[src/rtl/fp_uni_pkg.sv]
// ============================================================================
// fp_uni_pkg : unified FPALU result format and FP16 conversion constants
// Rev 1.0
// ============================================================================
`default_nettype none

package fp_uni_pkg;
    localparam int UNI_EXP_W      = 6;
    localparam int UNI_MAN_W      = 22;
    localparam int FP16_W         = 16;
    localparam int UNI2FP16_EBIAS = 37;
    localparam logic [14:0] FP16_INF = 15'h7C00;

    typedef struct packed {
        logic                 sgn;
        logic [UNI_EXP_W-1:0] exp;
        logic [UNI_MAN_W-1:0] man;
    } uni_t;

    // Index of the most significant set bit; 0 when the mantissa is zero.
    function automatic logic [4:0] lead_one(input logic [UNI_MAN_W-1:0] m);
        lead_one = '0;
        for (int i = 0; i < UNI_MAN_W; i++) begin
            if (m[i]) lead_one = 5'(i);
        end
    endfunction
endpackage

`default_nettype wire

[src/rtl/fp_uni2fp16.sv]
// ============================================================================
// fp_uni2fp16 : 2-stage unified-to-FP16 converter with round-to-nearest-even
// Rev 1.0
// ============================================================================
`default_nettype none

module fp_uni2fp16
    import fp_uni_pkg::*;
(
    input  logic              clk,
    input  logic              rst,
    input  logic              flush_i,
    input  logic              valid_i,
    input  uni_t              uni_i,
    output logic              valid_o,
    output logic [FP16_W-1:0] word_o,
    output logic              flag_o,
    output logic [1:0]        occ_o
);
    logic              s1_v_q;
    uni_t              s1_uni_q;
    logic [4:0]        s1_p_q;
    logic signed [7:0] s1_e_q;
    logic              s2_v_q;
    logic [FP16_W-1:0] s2_word_q;
    logic              s2_flag_q;

    logic [4:0]        p_d;
    logic [7:0]        e_d;
    logic [20:0]       norm;
    logic [9:0]        nfrac;
    logic              ng, ns;
    logic [14:0]       nsum;
    logic [5:0]        sh_sub;
    logic [49:0]       sub;
    logic [9:0]        sm;
    logic              sg, ss;
    logic [14:0]       ssum;
    logic [FP16_W-1:0] word_d;
    logic              flag_d;

    assign p_d = lead_one(uni_i.man);
    assign e_d = 8'(p_d) + 8'(uni_i.exp) - 8'(UNI2FP16_EBIAS);

    always_comb begin
        // Normal path: leading one shifted to bit 21 (dropped by the truncation).
        norm   = 21'(s1_uni_q.man << (5'(UNI_MAN_W - 1) - s1_p_q));
        nfrac  = norm[20:11];
        ng     = norm[10];
        ns     = |norm[9:0];
        nsum   = {s1_e_q[4:0], nfrac} + 15'(ng & (ns | nfrac[0]));
        // Subnormal path: integer part lands in [49:40], guard at 39, sticky below.
        sh_sub = 6'(UNI2FP16_EBIAS) - s1_uni_q.exp;
        sub    = 50'({s1_uni_q.man, 9'b0, 40'b0} >> sh_sub);
        sm     = sub[49:40];
        sg     = sub[39];
        ss     = |sub[38:0];
        ssum   = {5'b0, sm} + 15'(sg & (ss | sm[0]));

        word_d = {s1_uni_q.sgn, 15'b0};
        flag_d = 1'b0;
        if (s1_uni_q.man != '0) begin
            if (s1_e_q > 8'sd30) begin
                word_d = {s1_uni_q.sgn, FP16_INF};
                flag_d = 1'b1;
            end else if (s1_e_q > 8'sd0) begin
                word_d = {s1_uni_q.sgn, nsum};
                flag_d = (nsum == FP16_INF);
            end else begin
                word_d = {s1_uni_q.sgn, ssum};
                flag_d = (ssum == '0);
            end
        end
    end

    always_ff @(posedge clk or posedge rst) begin
        if (rst) begin
            s1_v_q    <= 1'b0;
            s1_uni_q  <= '0;
            s1_p_q    <= '0;
            s1_e_q    <= '0;
            s2_v_q    <= 1'b0;
            s2_word_q <= '0;
            s2_flag_q <= 1'b0;
        end else begin
            s1_v_q <= valid_i & ~flush_i;
            s2_v_q <= s1_v_q & ~flush_i;
            if (valid_i) begin
                s1_uni_q <= uni_i;
                s1_p_q   <= p_d;
                s1_e_q   <= e_d;
            end
            if (s1_v_q) begin
                s2_word_q <= word_d;
                s2_flag_q <= flag_d;
            end
        end
    end

    assign valid_o = s2_v_q;
    assign word_o  = s2_word_q;
    assign flag_o  = s2_flag_q;
    assign occ_o   = {1'b0, s1_v_q} + {1'b0, s2_v_q};
endmodule

`default_nettype wire

[src/rtl/fpalu_wb.sv]
// ============================================================================
// fpalu_wb : FPALU write-back - FP16 conversion, FIFO, data-memory streaming
// Rev 1.0
// ============================================================================
`default_nettype none

module fpalu_wb
    import fp_uni_pkg::*;
#(
    parameter int DEPTH  = 4,
    parameter int ADDR_W = 9
) (
    input  logic                 clk,
    input  logic                 rst,
    input  logic                 start,
    input  logic [ADDR_W-1:0]    base,
    input  logic [ADDR_W-1:0]    len,
    input  logic                 in_valid,
    output logic                 in_ready,
    input  logic                 in_sgn,
    input  logic [UNI_EXP_W-1:0] in_exp,
    input  logic [UNI_MAN_W-1:0] in_man_dn,
    output logic                 wr_en,
    input  logic                 wr_ready,
    output logic [ADDR_W-1:0]    wr_addr,
    output logic [FP16_W-1:0]    wr_data,
    output logic                 busy,
    output logic                 done,
    output logic                 ovf,
    output logic                 unf
);
    localparam int PW = $clog2(DEPTH);
    localparam int CW = PW + 1;
    localparam int IW = CW + 2;

    logic              busy_q, done_q, ovf_q, unf_q, wr_en_q;
    logic [ADDR_W-1:0] len_q, acc_cnt_q, wr_cnt_q, addr_nxt_q, wr_addr_q;
    logic [FP16_W-1:0] wr_data_q;
    logic [FP16_W-1:0] mem_q [DEPTH];
    logic [PW-1:0]     wptr_q, rptr_q;
    logic [CW-1:0]     cnt_q;

    logic              conv_v, conv_flag;
    logic [FP16_W-1:0] conv_word;
    logic [1:0]        conv_occ;
    logic [IW-1:0]     inflight;
    logic              keep, push, pop, wr_hs;
    uni_t              uni_in;

    assign uni_in   = {in_sgn, in_exp, in_man_dn};
    // Credit covers pipeline, FIFO and the output register so the pipeline never stalls.
    assign inflight = IW'(cnt_q) + IW'(conv_occ) + IW'(wr_en_q);
    assign in_ready = busy_q & (inflight < IW'(DEPTH));
    assign keep     = in_valid & in_ready & ~start & (acc_cnt_q < len_q);
    assign push     = conv_v & ~start;
    assign pop      = (cnt_q != '0) & (~wr_en_q | wr_ready);
    assign wr_hs    = wr_en_q & wr_ready;

    fp_uni2fp16 u_conv (
        .clk     (clk),
        .rst     (rst),
        .flush_i (start),
        .valid_i (keep),
        .uni_i   (uni_in),
        .valid_o (conv_v),
        .word_o  (conv_word),
        .flag_o  (conv_flag),
        .occ_o   (conv_occ)
    );

    always_ff @(posedge clk) begin
        if (push) mem_q[wptr_q] <= conv_word;
    end

    always_ff @(posedge clk or posedge rst) begin
        if (rst) begin
            busy_q     <= 1'b0;
            done_q     <= 1'b0;
            ovf_q      <= 1'b0;
            unf_q      <= 1'b0;
            wr_en_q    <= 1'b0;
            len_q      <= '0;
            acc_cnt_q  <= '0;
            wr_cnt_q   <= '0;
            addr_nxt_q <= '0;
            wr_addr_q  <= '0;
            wr_data_q  <= '0;
            wptr_q     <= '0;
            rptr_q     <= '0;
            cnt_q      <= '0;
        end else if (start) begin
            busy_q     <= (len != '0);
            done_q     <= (len == '0);
            ovf_q      <= 1'b0;
            unf_q      <= 1'b0;
            wr_en_q    <= 1'b0;
            len_q      <= len;
            acc_cnt_q  <= '0;
            wr_cnt_q   <= '0;
            addr_nxt_q <= base;
            wptr_q     <= '0;
            rptr_q     <= '0;
            cnt_q      <= '0;
        end else begin
            if (keep) acc_cnt_q <= acc_cnt_q + 1'b1;
            if (push) wptr_q <= wptr_q + 1'b1;
            if (pop)  rptr_q <= rptr_q + 1'b1;
            cnt_q <= cnt_q + CW'(push) - CW'(pop);

            if (push && conv_flag) begin
                if (conv_word[14:0] == FP16_INF) ovf_q <= 1'b1;
                else                             unf_q <= 1'b1;
            end

            if (pop) begin
                wr_en_q    <= 1'b1;
                wr_data_q  <= mem_q[rptr_q];
                wr_addr_q  <= addr_nxt_q;
                addr_nxt_q <= addr_nxt_q + 1'b1;
            end else if (wr_hs) begin
                wr_en_q <= 1'b0;
            end

            if (wr_hs) begin
                wr_cnt_q <= wr_cnt_q + 1'b1;
                if (wr_cnt_q + 1'b1 == len_q) begin
                    busy_q <= 1'b0;
                    done_q <= 1'b1;
                end
            end
        end
    end

    assign wr_en   = wr_en_q;
    assign wr_addr = wr_addr_q;
    assign wr_data = wr_data_q;
    assign busy    = busy_q;
    assign done    = done_q;
    assign ovf     = ovf_q;
    assign unf     = unf_q;
endmodule

`default_nettype wire

[config.mk]
export PLATFORM = sky130hd
export DESIGN_NAME = fpalu_wb
export DESIGN_NICKNAME = d
export VERILOG_FILES = /design/src/rtl/fp_uni_pkg.sv /design/src/rtl/fp_uni2fp16.sv /design/src/rtl/fpalu_wb.sv
export SDC_FILE = /design/constraint.sdc
export NUM_CORES = 1
export LEC_CHECK = 0
export BUFFER_PORTS_ARGS = -buffer_cell sky130_fd_sc_hd__buf_2
export CORE_MARGIN = 8
export CORE_UTILIZATION = 50
export CTS_BUF_LIST = sky130_fd_sc_hd__clkbuf_8
export CTS_CLUSTER_DIAMETER = 80
export CTS_CLUSTER_SIZE = 40
export DETAILED_ROUTE_END_ITERATION = 8
export GPL_TIMING_DRIVEN = 0
export PLACE_DENSITY = 0.7
export SKIP_LAST_GASP = 1
export SLEW_MARGIN = 20
export SYNTH_ARGS = -nofsm -noshare
export SYNTH_HDL_FRONTEND = slang
export SYNTH_SLANG_ARGS = --single-unit
[constraint.sdc]
create_clock -name clk -period 4.5 [get_ports clk]
set_input_delay 0.675 -clock clk [delete_from_list [all_inputs] [get_ports clk]]
set_output_delay 0.675 -clock clk [all_outputs]
set_load 0.01 [all_outputs]
==> impl_metrics.tcl, run 1 <==
set metrics [dict create \
    ant_nets 0 \
    final_common_cell "nand2_1" \
    drive_gt1_share_pct 22.9 \
    final_cell_mix "146 x nand2_1, 134 x dfrtp_1, 99 x buf_2, 71 x nor2_1, 69 x mux4_2" \
    clkLatencyLatePin_ps 480 \
    hpwlAfterDp_um 24200 \
    dr.first_iter.drc_count 907 \
    post_cts_resized 0 \
    cts_hold_buf 0 \
    grt_pass1_vias 9692 \
    h-tree-depth 4 \
    initial_core_util_pct 50.5 \
    power_mw 11.0 \
    synth_cells 1176 \
    drt_wl_total_um 32300 \
    cp-end-kind "flip-flop" \
    async_flop_share_pct 67.7 \
    syn_area_um2 12600 \
    wl_per_cell_um 19.9 \
    track_usage_pct 21.2 \
    gr-usage-met1_pct 28.6 \
    synth_seq_cells 198 \
    met3_usage_pct 3.99 \
    crit_type "reg2reg" \
    period_share_pct 88.5 \
    ioPinCount 83 \
    core_area_um2 25000 \
    grt_pass1_wl_um 52600 \
    grt_overflow 0 \
    drc_errors 0 \
    max_cap_viol_count 0 \
    slowest_delay_ps 630 \
    placed_cell_area_um2 13500 \
    hold_path_class "in2async" \
    arrival_ps 4380 \
    path_clk_slew_ps 110 \
    dieArea_um2 30600 \
    cts.path.max_buffers 2 \
    viasPerCell 6.01 \
    place_congestion 0.952 \
    synth.distinct_cells 83 \
    first_pass_iters 5 \
    routed-via-count 9749 \
    period_needed_ps 3980 \
    powerDensity_nw_per_um2 792 \
    cts_root_buf "clkbuf_8" \
    cts_setup_buffers 0 \
    stdcell_count 1621 \
    rsz0062_at_grt "no" \
    yosysSeqAreaShare_pct 41.7 \
    gr-usage-met2_pct 34.3 \
    relSlewSlack_pct 42.6 \
    clock-sinks 198 \
    synth_fp_nets 1259 \
    whs_ps 199 \
    antenna_cells 0 \
    synth_edf_count 64 \
    cp_max_fo 5 \
    hold_viol_final 0 \
    nNetsFinal 1361 \
    cp_slowest_cell "xnor2_1" \
    die_width_um 175 \
    clock.fmax_ghz 0.251 \
    grt_max_degree 83 \
    final-max-slew-violation-count 0 \
    peakVddDrop_v 0.000609 \
    syn_area_per_cell_um2 10.8 \
    top_usage_layer "met2" \
    synthFlopType "dfrtp_1" \
    portBuffers 81 \
    final_cell_area_um2 13900 \
    die_h_um 175 \
    tightestPinTransition_ps 861 \
    fin_util_pct 55.6 \
    worstPathRequired_ps 4900 \
    p_leak_nw 5.65 \
    finClkSkew_ps 26.8 \
    syn2layout_area_growth_pct 10.1 \
    yosys_warnings 0 \
    worst-r2r-setup-slack_ps 520 \
    numCtsBuffers 17 \
    status "finished, final reports clean" \
    cts_tree "done" \
    crit_chain "ha_1 -> xnor2_1 -> mux2_2 -> mux2i_1 -> a2bb2oi_1 -> nor2_1 -> ha_1 -> o2111ai_1 -> nor2_1 -> xnor2_1 -> nor4_1 -> and3_1 -> a41oi_2 -> o21ai_2" \
    antenna_found_initial 0 \
    dp_cells 1589 \
    start_kind "flip-flop" \
    fp-row-count 58 \
    finalSetupViolations 0 \
]
==> final timing paths <==
kind,start,end,depth (start not counted)
hold / removal,rst,len_q[5],2
max in group asynchronous,rst,rptr_q[1],3
hold reg to reg,u_conv.s1_e_q[5],u_conv.s1_e_q[5],2
setup / recovery,u_conv.s1_uni_q[24],u_conv.flag_o,14
min in group clk,base[3],addr_nxt_q[3],3
setup reg to reg,u_conv.s1_uni_q[24],u_conv.flag_o,14
==> flip-flops by register name (all words and copies together) (netlist names) <==
register	count
u_conv.word_o	16
wr_addr	9
u_conv.s1_p_q	5
mem_q	64
busy	1
u_conv.s1_uni_q	29
u_conv.valid_o	1
len_q	9
unf	1
acc_cnt_q	9
cnt_q	3
wr_data	16
addr_nxt_q	9
rptr_q	2
u_conv.flag_o	1
u_conv.s1_e_q	8
wr_en	1
wptr_q	2
u_conv.s1_v_q	1
wr_cnt_q	9
ovf	1
done	1
==> logic make-up after synthesis <==
group / after synthesis / synth area share, %
flip-flops: 198 / 41.7
XOR/XNOR: 68 / 5.01
multiplexers: 160 / 20.1
AO/OA/AOI/OAI: 217 / 11.2
AND/OR/NAND/NOR: 358 / 13.6
buffers and inverters: 144 / 5.13
adder cells (fa/ha/maj): 31 / 3.25
==> per-stage QoR <==
| stage | setup slack [ps] | TNS [ps] |
|---|---|---|
| floorplan | 242 | 0 |
| global placement | -1260 | -167150 |
| detailed placement | 581 | 0 |
| CTS | 571 | 0 |
| global route | 273 | 0 |
| finish | 516 | 0 |
==> synthesized netlist by cell type, types with 40 or more instances <==
cell	instances	share of area, %
edfxtp_1	64	15
nor2_1	71	2.1
mux2i_1	40	3.2
mux2_2	49	4.4
nand2_1	146	4.3
inv_1	58	1.7
o21ai_0	55	2.2
a21oi_1	48	1.9
dfrtp_1	134	27
mux4_2	69	12
clkbuf_1	46	1.4
xnor2_1	42	2.9
==> cell type report <==
| cell class | instances | area, um^2 |
|---|---|---|
| Inverter | 58 | 225 |
| Buffer | 86 | 430 |
| Clock buffer | 17 | 234 |
| Tap cell | 330 | 413 |
| Sequential cell | 198 | 5280 |
| Timing Repair Buffer | 83 | 438 |
| Fill cell | 2161 | 11100 |
| Multi-Input combinational cell | 834 | 6730 |
| Clock inverter | 15 | 181 |
==> report_power, final <==
| group | switching [mW] | internal, mW |
|---|---|---|
| Sequential | 0.468 | 2.34 |
| Combinational | 4.01 | 3.06 |
| Clock | 0.723 | 0.427 |
==> worst max-delay path, delay by kind of cell (launching register included) <==
kind            cells  cell delay (ps)
mux                 2              610
simple gates        4              690
flops               1              450
xor+xnor            2              790
compound gates      4              860
fa+ha+maj           2              510
==> metal layers <==
metal	routed length (um)	vias up
li1	-	4521
met1	14100	4784
met2	15500	384
met3	1960	60
met4	716	0
met5	0	-
Note: power is estimated with default switching activity, not from simulation.
==> inputs of run 2 (changes only) <==
--- a/config.mk
+++ b/config.mk
@@ -7,13 +7,13 @@
 export LEC_CHECK = 0
 export BUFFER_PORTS_ARGS = -buffer_cell sky130_fd_sc_hd__buf_2
 export CORE_MARGIN = 8
-export CORE_UTILIZATION = 50
+export CORE_UTILIZATION = 57
 export CTS_BUF_LIST = sky130_fd_sc_hd__clkbuf_8
 export CTS_CLUSTER_DIAMETER = 80
 export CTS_CLUSTER_SIZE = 40
 export DETAILED_ROUTE_END_ITERATION = 8
 export GPL_TIMING_DRIVEN = 0
-export PLACE_DENSITY = 0.7
+export PLACE_DENSITY = 0.79
 export SKIP_LAST_GASP = 1
 export SLEW_MARGIN = 20
 export SYNTH_ARGS = -nofsm -noshare
==> run 2 against run 1 <==
Power is 0.40% higher. Combinational power hardly changed. Cell count is 3.1% lower. Maximum frequency is 2.9% lower. Hold slack worse by 32 ps. Flip-flop and latch count stayed put. Clock-buffer cell count stayed put. Cell area is 0.39% lower. Die area is 11% lower. Wire length is 1.5% lower. First-iteration DRC count is 12% lower. Highest routed layer unchanged.
==> impl_metrics.tcl, run 2 (same netlist as run 1, synthesis figures left out) <==
set metrics [dict create \
    die_width_um 165 \
    nNetsFinal 1361 \
    h-tree-depth 4 \
    cts_tree "done" \
    place_congestion 1.00 \
    hold_viol_final 0 \
    dr.first_iter.drc_count 795 \
    crit_type "reg2reg" \
    p_leak_nw 5.66 \
    status "finished, final reports clean" \
    final_common_cell "nand2_1" \
    cts.path.max_buffers 2 \
    dp_slack_ps 362 \
    viasPerCell 6.28 \
    core_area_um2 21800 \
    ant_nets 0 \
    ioPinCount 83 \
    worstPathRequired_ps 4910 \
    period_share_pct 91.2 \
    clock.fmax_ghz 0.244 \
    final_cell_mix "146 x nand2_1, 134 x dfrtp_1, 99 x buf_2, 71 x nor2_1, 69 x mux4_2" \
    grt_overflow 0 \
    power_mw 11.1 \
    period_needed_ps 4100 \
    hpwlAfterDp_um 23900 \
    peakVddDrop_v 0.000503 \
    relSlewSlack_pct 40.8 \
    clock-sinks 198 \
    max_cap_viol_count 0 \
    setup_tns_ps 0 \
    cts_setup_buffers 0 \
    initial_core_util_pct 57.9 \
    numCtsBuffers 17 \
    syn2layout_area_growth_pct 9.71 \
    cp-end-kind "flip-flop" \
    powerDensity_nw_per_um2 798 \
    final-max-slew-violation-count 0 \
    setup_ws_ps 396 \
    cts_root_buf "clkbuf_8" \
    track_usage_pct 24.0 \
    hold_path_class "in2async" \
    tightestPinTransition_ps 888 \
    portBuffers 81 \
    routed-via-count 9869 \
    drive_gt1_share_pct 22.8 \
    grt_pass1_vias 9664 \
    drt_wl_total_um 31800 \
    grt_pass1_wl_um 51300 \
    die_h_um 165 \
    dieArea_um2 27200 \
    grt_max_degree 92 \
    cp_max_fo 5 \
    antenna_cells 0 \
    clkLatencyLatePin_ps 480 \
    arrival_ps 4520 \
    first_pass_iters 6 \
    path_clk_slew_ps 120 \
    fp-row-count 54 \
    rsz0062_at_grt "no" \
    regMostFlops "mem_q" \
    wl_per_cell_um 20.2 \
    drc_errors 0 \
    largest_reg_flops 64 \
    antenna_found_initial 0 \
    finClkSkew_ps 21.2 \
    cts_hold_buf 0 \
    start_kind "flip-flop" \
    reg.largest.list "mem_q (64), u_conv.s1_uni_q (29)" \
    post_cts_resized 0 \
    finalSetupViolations 0 \
]
[run 2: power by group]
part           total (mW)  leakage (nW)  internal, mW  switching (mW)
registers            2.80          2.27          2.34           0.462
clock network        1.19         0.208         0.474           0.717
logic                7.09          3.19          3.07            4.02
[run 2: stage by stage]
| step | utilization (%) | instance area (um^2) | hold WS [ps] | cells |
|---|---|---|---|---|
| finish | 63.6 | 13900 | 167 | 1571 |
| global route | 63.6 | 13900 | 157 | 1571 |
| CTS | 63.6 | 13900 | 148 | 1571 |
| detailed placement | 61.6 | 13400 | 490 | 1539 |
| global placement | 61.4 | 13400 | 465 | 1537 |
| floorplan | - | 12600 | 451 | 1176 |
[run 2: path summary, 6_finish.rpt]
check | startpoint | to | slack (ps) | depth (start not counted)
worst min register to register | wr_data[8] | wr_data[8] | 510 | 1
min in group clk | base[5] | addr_nxt_q[5] | 410 | 3
worst max register to register | u_conv.s1_uni_q[24] | u_conv.flag_o | 400 | 14
worst min-delay path | rst | wr_addr[6] | 170 | 2
worst max-delay path | u_conv.s1_uni_q[24] | u_conv.flag_o | 400 | 14
max in group asynchronous | rst | u_conv.s1_uni_q[10] | 3600 | 3
[run 2: metal layers]
metal | vias up | share of wire, % | global-route usage [%]
li1 | 4536 | - | -
met1 | 4792 | 42 | 31.3
met2 | 450 | 48 | 39.7
met3 | 91 | 6.9 | 4.49
met4 | 0 | 3.0 | 8.23
met5 | - | 0 | 0
[run 2: worst max-delay path, cell delays in order (launching register included)]
cell and delay (ps):
dfrtp_1 460, ha_1 280, xnor2_1 680, mux2_2 410, mux2i_1 270, a2bb2oi_1 460
nor2_1 130, ha_1 230, o2111ai_1 160, nor2_1 90, xnor2_1 160, nor4_1 270
and3_1 210, a41oi_2 140, o21ai_2 90
[run 2: cell type report]
| type | count | area (um^2) |
|---|---|---|
| sequential | 198 | 5280 |
| timing repair buffer | 83 | 438 |
| tap | 280 | 350 |
| clock buffer | 17 | 234 |
| multi-input combinational | 834 | 6730 |
| clock inverter | 15 | 190 |
| inverter | 58 | 225 |
| buffer | 86 | 430 |
| fill | 1667 | 7950 |
